--- src/rtl/te_mult_arbiter.sv ---
// Round-robin arbiter sharing one Fc x (omega/Ac) multiplier among R/G/B channels.
// Two-stage issue/product pipeline with tagged results and output backpressure.
module te_mult_arbiter #(
  parameter int NUM_REQ = 3,
  parameter int FC_W    = 8,
  parameter int COEF_W  = 14
) (
  input  logic                    clk,
  input  logic                    rst,
  input  logic                    cfg_we,
  input  logic [1:0]              cfg_sel,
  input  logic [COEF_W-1:0]       cfg_inv_ac,
  input  logic [NUM_REQ-1:0]      req_valid,
  input  logic [NUM_REQ*FC_W-1:0] req_fc,
  output logic [NUM_REQ-1:0]      req_ready,
  output logic                    out_valid,
  input  logic                    out_ready,
  output logic [1:0]              out_tag,
  output logic [COEF_W-1:0]       out_product
);

  // Unsigned Q0.14 product; bits above the low COEF_W are discarded, never saturated.
  function automatic logic [COEF_W-1:0] trunc_mul(input logic [FC_W-1:0]   fc,
                                                  input logic [COEF_W-1:0] coef);
    logic [FC_W+COEF_W-1:0] full;
    full = {{COEF_W{1'b0}}, fc} * {{FC_W{1'b0}}, coef};
    return full[COEF_W-1:0];
  endfunction

  logic [COEF_W-1:0] coef_q [NUM_REQ];
  logic [1:0]        ptr_q, ptr_d;

  logic [FC_W-1:0]   fc_p0_q;
  logic [COEF_W-1:0] coef_p0_q;
  logic [1:0]        tag_p0_q;
  logic              vld_p0_q;

  logic [COEF_W-1:0] prod_p1_q;
  logic [1:0]        tag_p1_q;
  logic              vld_p1_q;

  logic              adv;
  logic              gnt_vld;
  logic [1:0]        gnt_idx;
  logic [2:0]        cand;
  logic [FC_W-1:0]   fc_sel;

  // Search from the lowest offset last so the channel nearest ptr wins.
  always_comb begin
    adv     = !vld_p1_q || out_ready;
    gnt_vld = 1'b0;
    gnt_idx = '0;
    cand    = '0;
    for (int k = NUM_REQ - 1; k >= 0; k--) begin
      cand = {1'b0, ptr_q} + 3'(k);
      if (cand >= 3'(NUM_REQ)) cand = cand - 3'(NUM_REQ);
      if (req_valid[cand[1:0]]) begin
        gnt_vld = adv;
        gnt_idx = cand[1:0];
      end
    end
  end

  always_comb begin
    req_ready = '0;
    if (gnt_vld) req_ready[gnt_idx] = 1'b1;
    fc_sel = req_fc[gnt_idx*FC_W +: FC_W];
    ptr_d  = ptr_q;
    if (gnt_vld) ptr_d = (gnt_idx == 2'(NUM_REQ - 1)) ? 2'd0 : gnt_idx + 2'd1;
  end

  always_ff @(posedge clk) begin
    if (rst) begin
      for (int i = 0; i < NUM_REQ; i++) coef_q[i] <= '0;
      ptr_q     <= '0;
      fc_p0_q   <= '0;
      coef_p0_q <= '0;
      tag_p0_q  <= '0;
      vld_p0_q  <= 1'b0;
      prod_p1_q <= '0;
      tag_p1_q  <= '0;
      vld_p1_q  <= 1'b0;
    end else begin
      if (cfg_we && (cfg_sel < 2'(NUM_REQ))) coef_q[cfg_sel] <= cfg_inv_ac;
      ptr_q <= ptr_d;
      if (adv) begin
        // stage B: product register
        prod_p1_q <= trunc_mul(fc_p0_q, coef_p0_q);
        tag_p1_q  <= tag_p0_q;
        vld_p1_q  <= vld_p0_q;
        // stage A: issue register (coef read is pre-write, so same-cycle cfg uses old value)
        vld_p0_q  <= gnt_vld;
        if (gnt_vld) begin
          fc_p0_q   <= fc_sel;
          coef_p0_q <= coef_q[gnt_idx];
          tag_p0_q  <= gnt_idx;
        end
      end
    end
  end

  assign out_valid   = vld_p1_q;
  assign out_tag     = tag_p1_q;
  assign out_product = prod_p1_q;

endmodule

--- config.mk ---
export PLATFORM = sky130hd
export DESIGN_NAME = te_mult_arbiter
export DESIGN_NICKNAME = d
export VERILOG_FILES = /design/src/rtl/te_mult_arbiter.sv
export SDC_FILE = /design/constraint.sdc
export NUM_CORES = 1
export LEC_CHECK = 0
export CORE_MARGIN = 2
export CORE_UTILIZATION = 45
export DETAILED_ROUTE_END_ITERATION = 10
export PLACE_DENSITY = 0.65
export SYNTH_ARGS = -nofsm -noshare
export SYNTH_HDL_FRONTEND = slang
export SYNTH_SLANG_ARGS = --single-unit
--- constraint.sdc ---
create_clock -name clk -period 7.2 [get_ports clk]
set_input_delay 0.72 -clock clk [delete_from_list [all_inputs] [get_ports clk]]
set_output_delay 0.72 -clock clk [all_outputs]
set_load 0.02 [all_outputs]
# After elaboration in Yosys (flattened, before gate mapping)
# Memories as Yosys holds them, arrays and structs flattened. A register that Yosys moved wholly into a read port is not among the register bits.
# Index checks and enable logic that the tools add are counted.
dict set report op_classes {
  addsub 6
  multipliers 1
  n_lt_le_gt_ge 9
  n_eq_ne 1
  shift 1
  mux 27
  reduce_logical 6
}
# operator n
set ops {}
lappend ops {{$shiftx 24x6->8} 1}
lappend ops {{$mux 2} 8}
lappend ops {{$mul 8x14->14} 1}
lappend ops {{$mux 14} 1}
lappend ops {{$reduce_or 14->1} 1}
lappend ops {{$mux 1} 13}
lappend ops {{$lt 2x3->1 const B} 4}
lappend ops {{$bmux 1 s2} 3}
lappend ops {{$ge 3x2->1 const B} 2}
lappend ops {{$sub 2x2->2 const B} 3}
lappend ops {{$add 2x1->3 const B} 1}
lappend ops {{$add 2x2->3 const B} 1}
lappend ops {{$mux 3} 1}
lappend ops {{$add 2x1->2 const B} 1}
lappend ops {{$demux 1 s2} 1}
lappend ops {{$eq 2x2->1 const B} 1}
lappend ops {{$ge 2x1->1 const B} 1}
lappend ops {{$ge 2x2->1 const B} 1}
lappend ops {{$logic_and 1x1->1} 2}
lappend ops {{$lt 2x2->1 const B} 1}
lappend ops {{$reduce_and 2->1} 1}
lappend ops {{$logic_not 1->1} 1}
lappend ops {{$logic_or 1x1->1} 1}
dict set report word_totals {
  ff_bits 30
  mem_bits_rw 42
  out_inout_bits 20
  n_memories 1
}
# memory depth width read_ports rd_clocked_by_memory_dff wr line
set mem_list {}
lappend mem_list {coef_q 3 14 1 1 3 30} ;# logic [COEF_W-1:0] coef_q [NUM_REQ];

# Depth between registers and ports, before layout
dict set report logic_depth {
  word_depth 13
  mapped_depth 17
  mapped_depth_nobuf 16
}

# Least setup slack after synthesis
# OpenSTA, ideal clock, no wires.
dict set report synth_timing {
  path_kind {register to register}
  startpoint {register fc_p0_q[6]}
  endpoint {register prod_p1_q[13], in the netlist out_product[13]}
  setup_ps 117
  t_arrival_ps 4102
  required_time_ps 7083
  setup_slack_ps 2980
  path_stages_with_launch 17
  n_path_buf 1
  period_less_slack_ps 4220
  cell_sequence {dfxtp_1 -> clkbuf_1 -> nand2_1 -> fa_1 -> fa_1 -> inv_1 -> fa_1 -> inv_1 -> fa_1 -> inv_1 -> ha_1 -> a21o_1 -> a21oi_1 -> a32oi_1 -> a31o_2 -> xor2_1 -> o21ai_1}
}
dict set report synth_via {
  elab_chain_len 1
}
# element line
set synth_lines {}
lappend synth_lines {{start: declaration} 33} ;# logic [FC_W-1:0] fc_p0_q;
lappend synth_lines {{start signal: assignment} 94} ;# fc_p0_q <= fc_sel;
lappend synth_lines {{$mul 8x14->14} 26} ;# full = {{COEF_W{1'b0}}, fc} * {{FC_W{1'b0}}, coef};
lappend synth_lines {{end signal: assignment} 88} ;# prod_p1_q <= trunc_mul(fc_p0_q, coef_p0_q);
lappend synth_lines {{end: declaration} 38} ;# logic [COEF_W-1:0] prod_p1_q;
# Every way passes these cells.
# A chain may end at the register's enable or synchronous reset.

# Final worst setup path
dict set report layout_timing {
  startpoint {register fc_p0_q[4]}
  endpoint {register prod_p1_q[13], in the netlist out_product[13]}
}
# The elaborated chain is that of the path after synthesis.

==> flow_summary.yaml <==
placed_design:
  place_congestion: 0.853
  hpwlAfterDp_um: 10100
  io_buffers: 66
detailed_routing:
  vias_per_cell: 5.16
  drc_errors: 0
  dr.pass1.iters: 5
  vias: 4364
  first_iter_violations: 269
  wl_um: 13500
  drt-wirelength-per-cell_um: 16.0
  antenna_left: 0
clock_tree:
  cts_root_buf: "clkbuf_16"
  cts_buffer_depth: 2
  cts_tree: "built"
  clkLatencyLatePin_ps: 340
  cts.htree.levels: 3
  cts_setup_buffers: 0
  cts_buffers: 9
  holdBufCountCts: 0
  cts_resized: 0
  cts_sinks: 86
  path_clk_slew_ps: 60
worst_setup_path:
  cp_num_buf_inv: 3
  critPathKind: "flop to flop"
  critPathCaptureType: "flop"
  critPathLaunchType: "flop"
  cp.arrival_ps: 4740
  required_ps: 7430
  crit_path_top_delay_cell: "dfxtp_1"
  path_max_fanout: 11
  path_cells: "nand2_1 > fa_1 > fa_1 > inv_1 > fa_1 > inv_1 > fa_1 > inv_1 > ha_1 > a21o_1 > a21oi_1 > a32oi_1 > a31o_2 > xor2_1 > o21ai_1"
  max_stage_delay_ps: 590
  cp_common_cell: "fa_1"
  crit_family: "adder cells"
timing:
  hold_viol: 0
  tightest_slew_ps: 1200
  rsz0062_at_grt: "no"
  period_needed_ps: 4500
  setup_viol: 0
  fin_crit_sh_pct: 62.6
  maxSlewHeadroom_pct: 19.8
  max_freq_mhz: 222
  skew_ps: 5.73
  tns_ps: 0
  slew_viol_final: 0
die:
  num_io_pins: 67
  start_util_pct: 45.8
  die_y_um: 120
  die_w_um: 120
  core_um2: 13100
  num_rows: 42
  dieArea_um2: 14300
synth:
  ys_ff_latch: 86
  syn-cell-area_um2: 6020
  syn_area_per_cell_um2: 9.70
  synth_xor_area_share_pct: 2.70
  synthMuxAreaShare_pct: 2.33
  synth.largest_area_cell: "edfxtp_1"
  synth_most_common_cell: "and2_1"
  synth_adder_area_share_pct: 21.3
  syn_nets: 739
  synthArstFlopShare_pct: 0
  yosys-top-cells-area: "edfxtp_1 (21%), fa_1 (16%), dfxtp_1 (15%)"
  synthSimpleGateAreaFrac_pct: 18.9
  synth_compound_area_share_pct: 11.7
  ys_seq_area_share_pct: 35.6
  yosys.area.top_type_share_pct: 21.0
  synth_top_family_by_area: "adder cells"
  ys_types: 50
  synth_cells: 620
  ys.warnings.count: 0
  synth_flop_cell: "dfxtp_1"
  synth_commonest_cells: "and2_1 (85), nand2_1 (81), inv_1 (68), fa_1 (48), dfxtp_1 (44)"
  synth-edff-count: 42
pwr:
  powerDensity_nw_per_um2: 323
  p_total_w: 0.00228
  leakage_nw: 2.83
  worst_ir_drop_vdd_mv: 0.149
flow_run:
  cap_viol_max_count: 0
outcome:
  outcome: "complete, no violations"
cells_and_area:
  nFillCells: 1219
  fin_nets: 784
  post_route_cells_drive_above_1_share_pct: 5.97
  diodes: 0
  synthToLayoutAreaGrowth_pct: 17.1
global_routing:
  grt_pass1_wl_um: 22900
  antenna_found_initial: 0
  globalRouteOverflowTotal: 0
  grt_usage_pct: 20.5
  grt_pass1_vias: 4554
  grt_max_degree: 53
hold_path:
  hp-class: "flop to flop"
cells in the final DEF, fill, tap and decap left out, types with 2 or more instances in the layout:
master | synthesis | routed
edfxtp_1 | 42 | 42
o21ai_1 | 4 | 3
clkdlybuf4s50_1 | 0 | 65
mux2i_1 | 14 | 14
a222oi_1 | 7 | 7
a21oi_1 | 27 | 27
o21ai_0 | 6 | 6
fa_1 | 48 | 48
a21oi_2 | 10 | 10
nor2b_1 | 3 | 3
nand3_1 | 2 | 2
a31oi_1 | 2 | 2
o21a_1 | 5 | 5
nand3b_1 | 2 | 2
clkbuf_16 | 0 | 9
or2_2 | 3 | 3
and2_1 | 85 | 85
a211o_1 | 15 | 15
xnor2_1 | 12 | 12
a211oi_1 | 10 | 10
a21o_1 | 4 | 4
buf_4 | 3 | 5
dfxtp_1 | 44 | 44
nor2_1 | 34 | 34
nand2b_1 | 2 | 2
nor4bb_1 | 2 | 2
nor3_1 | 5 | 5
xor2_1 | 4 | 4
ha_1 | 24 | 24
nand2_1 | 81 | 81
o21bai_1 | 2 | 2
inv_1 | 68 | 68
flip-flops by register name, indices dropped and copies added, names as in the netlist:
name,count
coef_q,42
out_valid,1
vld_p0_q,1
ptr_q,2
coef_p0_q,14
tag_p0_q,2
fc_p0_q,8
out_tag,2
out_product,14
cell type report:
type / instances / area, um^2 / share of cell area [%]
well taps: 176 / 220 / 3.12
clock buffers: 11 / 243 / 3.44
multi-input cells: 429 / 3440 / 48.8
clock inverters: 5 / 57.6 / 0.817
flip-flops and latches: 86 / 2140 / 30.4
inverters: 68 / 255 / 3.62
repair buffers: 71 / 693 / 9.83
final timing paths:
kind,startpoint,endpoint,slack [ps],cells past startpoint
setup / recovery,fc_p0_q[4]$_SDFFE_PP0P_,out_product[13]$_SDFFE_PP0N_,2700,15
hold / removal,out_product[0]$_SDFFE_PP0N_,out_product[0]$_SDFFE_PP0N_,450,2
hold reg to reg,out_product[0]$_SDFFE_PP0N_,out_product[0]$_SDFFE_PP0N_,450,2
setup reg to reg,fc_p0_q[4]$_SDFFE_PP0P_,out_product[13]$_SDFFE_PP0N_,2700,15
through the flow:
step / hold slack, ps / std cells / worst slack, ps / util [%] / instance area [um^2]
finish: 451 / 846 / 2700 / 53.6 / 7050
global route: 479 / 846 / 2420 / 53.6 / 7050
CTS: 456 / 846 / 2720 / 53.6 / 7050
detailed placement: 446 / 830 / 2730 / 51.4 / 6750
global placement: 442 / 830 / 2780 / 51.4 / 6750
floorplan: 437 / 620 / 2980 / - / 6020
per-layer routing:
layer	routed length, um	vias up	part of all wire, %	global-route usage (%)
li1	-	2125	-	-
met1	6060	2138	45	27.4
met2	6700	81	50	34.0
met3	463	20	3.4	2.95
met4	276	0	2.0	7.50
met5	0	-	0	0
cell families after synthesis:
family          count (synthesis)
buf+inv                       105
xor+xnor                       17
flops                          86
simple gates                  225
mux                            14
fa+ha+maj                      74
compound gates                 99
worst reg2reg max path, delay by kind of cell, from the launching register on:
family / cells / cell delay [ps]
XOR/XNOR: 1 / 140
AND/OR/NAND/NOR: 1 / 150
buffers and inverters: 3 / 160
flip-flops: 1 / 590
AO/OA/AOI/OAI: 5 / 960
adder cells (fa/ha/maj): 5 / 2410
report_power, final:
part	switching (W)	total (W)	internal (W)
combinational	0.000608	0.00108	0.000471
clock	0.000191	0.000470	0.000279
sequential	0.000123	0.000726	0.000604
Power figures use the tool's default switching activity.
